==> config.mk <==
export PLATFORM = sky130hd
export DESIGN_NAME = chaos_config_loader_flat
export DESIGN_NICKNAME = d
export VERILOG_FILES = /design/src/rtl/chaos_config_loader_if.sv /design/src/rtl/chaos_config_loader.sv /design/src/flat_wrapper.sv
export SDC_FILE = /design/constraint.sdc
export NUM_CORES = 1
export LEC_CHECK = 0
export CAP_MARGIN = 40
export CORE_MARGIN = 5
export CORE_UTILIZATION = 55
export CTS_BUF_LIST = sky130_fd_sc_hd__clkbuf_16
export CTS_CLUSTER_DIAMETER = 30
export DETAILED_ROUTE_END_ITERATION = 12
export HOLD_SLACK_MARGIN = 0.06
export PLACE_DENSITY = 0.74
export SYNTH_ARGS = -nofsm -noshare
export SYNTH_HDL_FRONTEND = slang
export SYNTH_SLANG_ARGS = --single-unit
==> constraint.sdc <==
create_clock -name clk -period 3.9 [get_ports clk]
set_input_delay 0.78 -clock clk [delete_from_list [all_inputs] [get_ports clk]]
set_output_delay 0.78 -clock clk [all_outputs]
set_load 0.01 [all_outputs]
==> src/rtl/chaos_config_loader_if.sv <==
// Word write / readback bus between firmware-facing logic and the chaos config loader.
interface chaos_config_loader_if;
    logic        wd_valid;
    logic [31:0] wd_data;
    logic        wd_ready;
    logic        rd_valid;
    logic [31:0] rd_data;

    // Firmware side: supplies write words, consumes readback words.
    modport master (
        output wd_valid,
        output wd_data,
        input  wd_ready,
        input  rd_valid,
        input  rd_data
    );

    // Loader side.
    modport slave (
        input  wd_valid,
        input  wd_data,
        output wd_ready,
        output rd_valid,
        output rd_data
    );
endinterface

==> src/rtl/chaos_config_loader.sv <==
// Word-to-serial configuration loader for the chaos automaton LUT chain.
// Shifts 32-bit words MSB-first into the chain, captures what falls out of
// the chain tail into readback words, and strobes the latch once the whole
// chain has been filled.
module chaos_config_loader #(
    parameter int unsigned XSIZE   = 20,
    parameter int unsigned YSIZE   = 20,
    parameter int unsigned LUTBITS = 16
) (
    input  logic                   clk,
    input  logic                   resetn,
    input  logic                   start,
    input  logic                   abort,
    chaos_config_loader_if.slave   bus,
    output logic                   shift_data,
    output logic                   shift_enable,
    input  logic                   shift_in,
    output logic                   latch_strobe,
    output logic                   busy,
    output logic                   done
);

    localparam int unsigned CHAIN_LEN = XSIZE * YSIZE * LUTBITS;
    localparam int unsigned CNT_W     = $clog2(CHAIN_LEN + 1);
    localparam int unsigned WORD_W    = 32;
    localparam int unsigned WBIT_W    = 5;

    typedef enum logic [2:0] {
        IDLE,
        WAIT_WORD,
        SHIFT,
        LATCH,
        DONE
    } state_t;

    state_t              state;
    logic [WORD_W-1:0]   sreg;
    logic [WORD_W-1:0]   cap;
    logic [WORD_W-1:0]   cap_next;
    logic [WORD_W-1:0]   rd_data_q;
    logic [CNT_W-1:0]    bitcnt;
    logic [WBIT_W-1:0]   wbit;
    logic                ready_q;
    logic                rd_valid_q;
    logic                shift_en_q;
    logic                latch_q;
    logic                busy_q;
    logic                done_q;
    logic                last_bit;
    logic                word_end;

    // Capture value including the bit returned from the chain tail this cycle.
    assign cap_next = {cap[WORD_W-2:0], shift_in};
    assign last_bit = (bitcnt == CNT_W'(CHAIN_LEN - 1));
    assign word_end = (wbit == WBIT_W'(WORD_W - 1));

    // Loader FSM with datapath and registered outputs; abort overrides every other event.
    always_ff @(posedge clk or negedge resetn) begin
        if (!resetn) begin
            state      <= IDLE;
            sreg       <= '0;
            cap        <= '0;
            rd_data_q  <= '0;
            bitcnt     <= '0;
            wbit       <= '0;
            ready_q    <= 1'b0;
            rd_valid_q <= 1'b0;
            shift_en_q <= 1'b0;
            latch_q    <= 1'b0;
            busy_q     <= 1'b0;
            done_q     <= 1'b0;
        end else begin
            rd_valid_q <= 1'b0;
            latch_q    <= 1'b0;
            done_q     <= 1'b0;
            if (abort) begin
                state      <= IDLE;
                sreg       <= '0;
                ready_q    <= 1'b0;
                shift_en_q <= 1'b0;
                busy_q     <= 1'b0;
            end else begin
                case (state)
                    IDLE: begin
                        if (start) begin
                            bitcnt  <= '0;
                            wbit    <= '0;
                            state   <= WAIT_WORD;
                            ready_q <= 1'b1;
                            busy_q  <= 1'b1;
                        end
                    end
                    WAIT_WORD: begin
                        if (bus.wd_valid) begin
                            sreg       <= bus.wd_data;
                            wbit       <= '0;
                            state      <= SHIFT;
                            ready_q    <= 1'b0;
                            shift_en_q <= 1'b1;
                        end
                    end
                    SHIFT: begin
                        sreg   <= {sreg[WORD_W-2:0], 1'b0};
                        cap    <= cap_next;
                        bitcnt <= bitcnt + CNT_W'(1);
                        wbit   <= wbit + WBIT_W'(1);
                        if (last_bit) begin
                            // Unshifted LSBs of the final word are dropped;
                            // the readback is left-justified over the bits captured.
                            state      <= LATCH;
                            sreg       <= '0;
                            shift_en_q <= 1'b0;
                            latch_q    <= 1'b1;
                            rd_valid_q <= 1'b1;
                            rd_data_q  <= cap_next << (WBIT_W'(WORD_W - 1) - wbit);
                        end else if (word_end) begin
                            state      <= WAIT_WORD;
                            shift_en_q <= 1'b0;
                            ready_q    <= 1'b1;
                            rd_valid_q <= 1'b1;
                            rd_data_q  <= cap_next;
                        end
                    end
                    LATCH: begin
                        state  <= DONE;
                        done_q <= 1'b1;
                    end
                    DONE: begin
                        state  <= IDLE;
                        busy_q <= 1'b0;
                    end
                    default: begin
                        state      <= IDLE;
                        ready_q    <= 1'b0;
                        shift_en_q <= 1'b0;
                        busy_q     <= 1'b0;
                    end
                endcase
            end
        end
    end

    // Output drive straight from flops.
    assign bus.wd_ready  = ready_q;
    assign bus.rd_valid  = rd_valid_q;
    assign bus.rd_data   = rd_data_q;
    assign shift_data    = sreg[WORD_W-1];
    assign shift_enable  = shift_en_q;
    assign latch_strobe  = latch_q;
    assign busy          = busy_q;
    assign done          = done_q;

endmodule
==> src/flat_wrapper.sv <==
// flat-port wrapper written by rule: the top's interface ports become plain ports
module chaos_config_loader_flat 
#(
    parameter int unsigned XSIZE   = 20,
    parameter int unsigned YSIZE   = 20,
    parameter int unsigned LUTBITS = 16
)
  (clk, resetn, start, abort, shift_data, shift_enable, shift_in, latch_strobe, busy, done, bus_wd_valid, bus_wd_data, bus_wd_ready, bus_rd_valid, bus_rd_data);
  chaos_config_loader_if bus_i ();
  input  logic clk;
  input  logic resetn;
  input  logic start;
  input  logic abort;
  output logic shift_data;
  output logic shift_enable;
  input  logic shift_in;
  output logic latch_strobe;
  output logic busy;
  output logic done;
  input wire logic [$bits(bus_i.wd_valid)-1:0] bus_wd_valid;
  input wire logic [$bits(bus_i.wd_data)-1:0] bus_wd_data;
  output wire logic [$bits(bus_i.wd_ready)-1:0] bus_wd_ready;
  output wire logic [$bits(bus_i.rd_valid)-1:0] bus_rd_valid;
  output wire logic [$bits(bus_i.rd_data)-1:0] bus_rd_data;
  assign bus_i.wd_valid = bus_wd_valid;
  assign bus_i.wd_data = bus_wd_data;
  assign bus_wd_ready = bus_i.wd_ready;
  assign bus_rd_valid = bus_i.rd_valid;
  assign bus_rd_data = bus_i.rd_data;
  chaos_config_loader #(.XSIZE(XSIZE), .YSIZE(YSIZE), .LUTBITS(LUTBITS)) u_core (.clk(clk), .resetn(resetn), .start(start), .abort(abort), .bus(bus_i), .shift_data(shift_data), .shift_enable(shift_enable), .shift_in(shift_in), .latch_strobe(latch_strobe), .busy(busy), .done(done));
endmodule
==> metrics.md <==
| Metric | Value |
|---|---|
| Worst r2r path cells | `6` |
| Max VDD drop | `roughly 0.37 mV` |
| Clock slew at reported path FFs | `0.06 ns` |
| Flop and latch count out of synthesis | `122` |
| # hold bufs at CTS | `0` |
| Hold Slack | `approximately 0.37 ns` |
| CP Max Fanout | `32` |
| Post-route ant nets | `0` |
| Worst-path cell chain | `and3_1 > ha_1 > o21ai_4 > inv_2 > o22ai_1 > a21oi_1` |
| First-pass GRT wire length | `36.20 mm` |
| Synth top area share | `0.3895` |
| Drt first pass iters | `5` |
| Dominant synthesized flop cell | `dfrtp_1` |
| GPL Wtd Cong | `between 0.9 and 1` |
| Number of antenna repair diodes | `0` |
| Status | `finished clean` |
| Initial DRC Count | `between 900 and 1000` |
| Clk_skew | `0.01316 ns` |
| Reg2Reg Launch Point | `u_core.wbit[3]$_DFFE_PN0P_` |
| CTS resizes | `0` |
| Post-synth EDFFs | `0` |
| Leakage | `a little under 4 nW` |
| Final Hold Fails | `0` |
| Port-buffer cells | `76` |
| Post-DP HPWL | `between 10 and 15 mm` |
| I/O pins | `77` |
| Grt ovf | `0` |
| CTS tree | `built` |
| All-Layer GR Usage | `0.2769` |
| Slew Viols, Final | `0` |
| Slowest CP cell | `dfrtp_1` |
| Synth area leader | `dfrtp_1` |
| Layout cells sized above 1 | `0.1259` |
| Fin crit share | `0.7355` |
| Vias per cell | `~6.5` |
| Crit-path max cell delay | `approximately 0.74 ns` |
| Syn Inst Count | `830` |
| Worst-margin pin slew | `approximately 0.98 ns` |
| FF-to-FF End | `u_core.bus.rd_data[30]$_DFFE_PN0P_` |
| Mapped Area | `roughly 7800 um^2` |
| Worst reg2reg setup slack | `just over 1 ns` |
| Max Buffers Root-to-Sink | `2` |
| Number of global-route vias before repair | `6638` |
| Critical path depth | `6` |
| Area contributors post-synth | `dfrtp_1 39%, nand2_1 10%, mux4_2 9.8%` |
| CP startpoint | `u_core.wbit[3]$_DFFE_PN0P_` |
| Area of the core | `around 14000 um^2` |
| WP buf/inv | `1` |
| Avg Inst Size Synth | `roughly 9.4 um^2` |
| Largest net degree at the start of global routing | `68` |
| CTS Sinks | `122` |
| Total wire length | `between 20 and 25 mm` |
| Row cnt | `43` |
| Top-count cell post-synth | `nand2_1` |
| Worst skew pair latency | `roughly 0.43 ns` |
| Final nets | `~900` |
| Ys Warns | `0` |
| Pwr Density | `about 360 nW/um^2` |
| Total negative setup slack | `0 ns` |
| Max cap viols | `0` |
| Library cells used by synthesis | `67` |
| Top cells by count, synth | `213 x nand2_1, 122 x dfrtp_1, 44 x mux2i_1, 44 x nor2_1, 42 x nand3_1` |
| Post-CTS setup buffer count | `0` |
| Syn_nets | `871` |
| Initial antenna violation count | `0` |
| Layout area overhead | `17.02%` |
| Tightest Hold Check Type | `in2async` |
| Vias | `about 6900` |
| Storage element area | `3057 um^2` |
| Fill cells | `approximately 1100` |
| Critical path class | `reg2reg` |
| DRC Markers | `0` |
| Num CTS Buffers | `17` |
| Area occupied by multi-input gates | `approximately 4400 um^2` |
| Worst endpoint data arrival time | `roughly 3.2 ns` |
| Initial Util | `0.5625` |
| Ys async rst share | `1.000` |
| Seq/Total Area, Yosys | `0.3895` |
| H-tree lvl count | `4` |
| Die width | `129.4 um` |
| Root buf cell | `clkbuf_16` |
| Rel. slew slack | `0.3458` |
| Die ar. | `roughly 17000 um^2` |
| CP endpoint kind | `register` |
| CP required | `approximately 4.2 ns` |
| Final worst path period need | `between 2 and 3 ns` |
| Critical Path Start Type | `register` |
| RSZ-0062 raised after global routing | `false` |
| Setup violators final | `0` |
| Max Freq | `roughly 350 MHz` |
| WL per Instance | `21.32 um` |
| Die Y | `129.4 um` |
| CP top delay family | `compound AO/OA/AOI/OAI gates` |
per-layer routing:
layer,vias up,part of all wire,GRT usage
li1,3089,-,-
met1,3359,0.42,0.3851
met2,366,0.46,0.4238
met3,55,0.099,0.08079
met4,0,0.023,0.08586
met5,-,0,0
power breakdown:
part / total, mW / internal [mW] / switching [mW]
sequential: 1.40 / 1.32 / 0.0856
combinational: 0.446 / 0.215 / 0.231
clock: 1.50 / 0.925 / 0.574
total: 3.35 / 2.46 / 0.891
sequential cells by signal, indices dropped and copies added, names as in the netlist:
| register | cells |
|---|---|
| u_core.bitcnt | 13 |
| u_core.bus.rd_data | 32 |
| u_core.bus.rd_valid | 1 |
| u_core.bus.wd_ready | 1 |
| u_core.busy | 1 |
| u_core.cap | 31 |
| u_core.done | 1 |
| u_core.latch_strobe | 1 |
| u_core.shift_enable | 1 |
| u_core.sreg | 32 |
| u_core.state | 3 |
| u_core.wbit | 5 |
per-stage QoR:
stage | util | instances | setup slack [ns] | power [mW] | instance area, um^2
floorplan | - | 830 | 1.169 | 1.697 | 7839
detailed placement | 0.6161 | 1021 | 0.8143 | 1.857 | 8584
CTS | 0.6563 | 1053 | 1.074 | 3.358 | 9145
global route | 0.6583 | 1054 | 0.8560 | 3.474 | 9173
global placement | 0.6136 | 1018 | 0.8306 | 1.841 | 8551
finish | 0.6583 | 1054 | 1.031 | 3.348 | 9173
cell usage in the layout, fill, tap and decap left out, drive strengths merged, types with 9 or more instances in the layout:
cell and count:
buf 19, mux2i 44, inv 12, clkbuf 17
mux2 9, clkdlybuf4s50 75, nand2 214, a221oi 10
nand3 42, a21oi 21, mux4 45, o21ai 39
a22o 32, dfrtp 122, nor2 44
layout make-up:
cell class	count	share of cell area
Sequential cell	122	0.3332
Tap cell	180	0.02455
Timing Repair Buffer	94	0.1022
Clock inverter	15	0.01473
Inverter	9	0.003683
Multi-Input combinational cell	617	0.4752
Clock buffer	17	0.04638
kinds of logic after synthesis:
logic type                 count (synthesis)  share of synthesized area
adders and majority gates                  3                   0.004789
xor gates and xnor gates                   2                   0.002235
and+or+nand+nor                          353                     0.1954
DFF                                      122                     0.3895
buffers and inverters                     91                    0.05587
muxes                                     98                     0.2037
AOI/OAI and AO/OA                        161                     0.1486
how the worst max path moves through the flow:
stage	to	slack (ns)
after floorplan	u_core.bus.rd_data[27]$_DFFE_PN0P_	1.17
after global placement	u_core.bus.rd_data[2]$_DFFE_PN0P_	0.83
after detailed placement	u_core.bus.rd_data[2]$_DFFE_PN0P_	0.81
after CTS	u_core.bus.rd_data[30]$_DFFE_PN0P_	1.07
after global routing	u_core.bus.rd_data[2]$_DFFE_PN0P_	0.86
final	u_core.bus.rd_data[30]$_DFFE_PN0P_	1.03
Power figures use the tool's default switching activity.
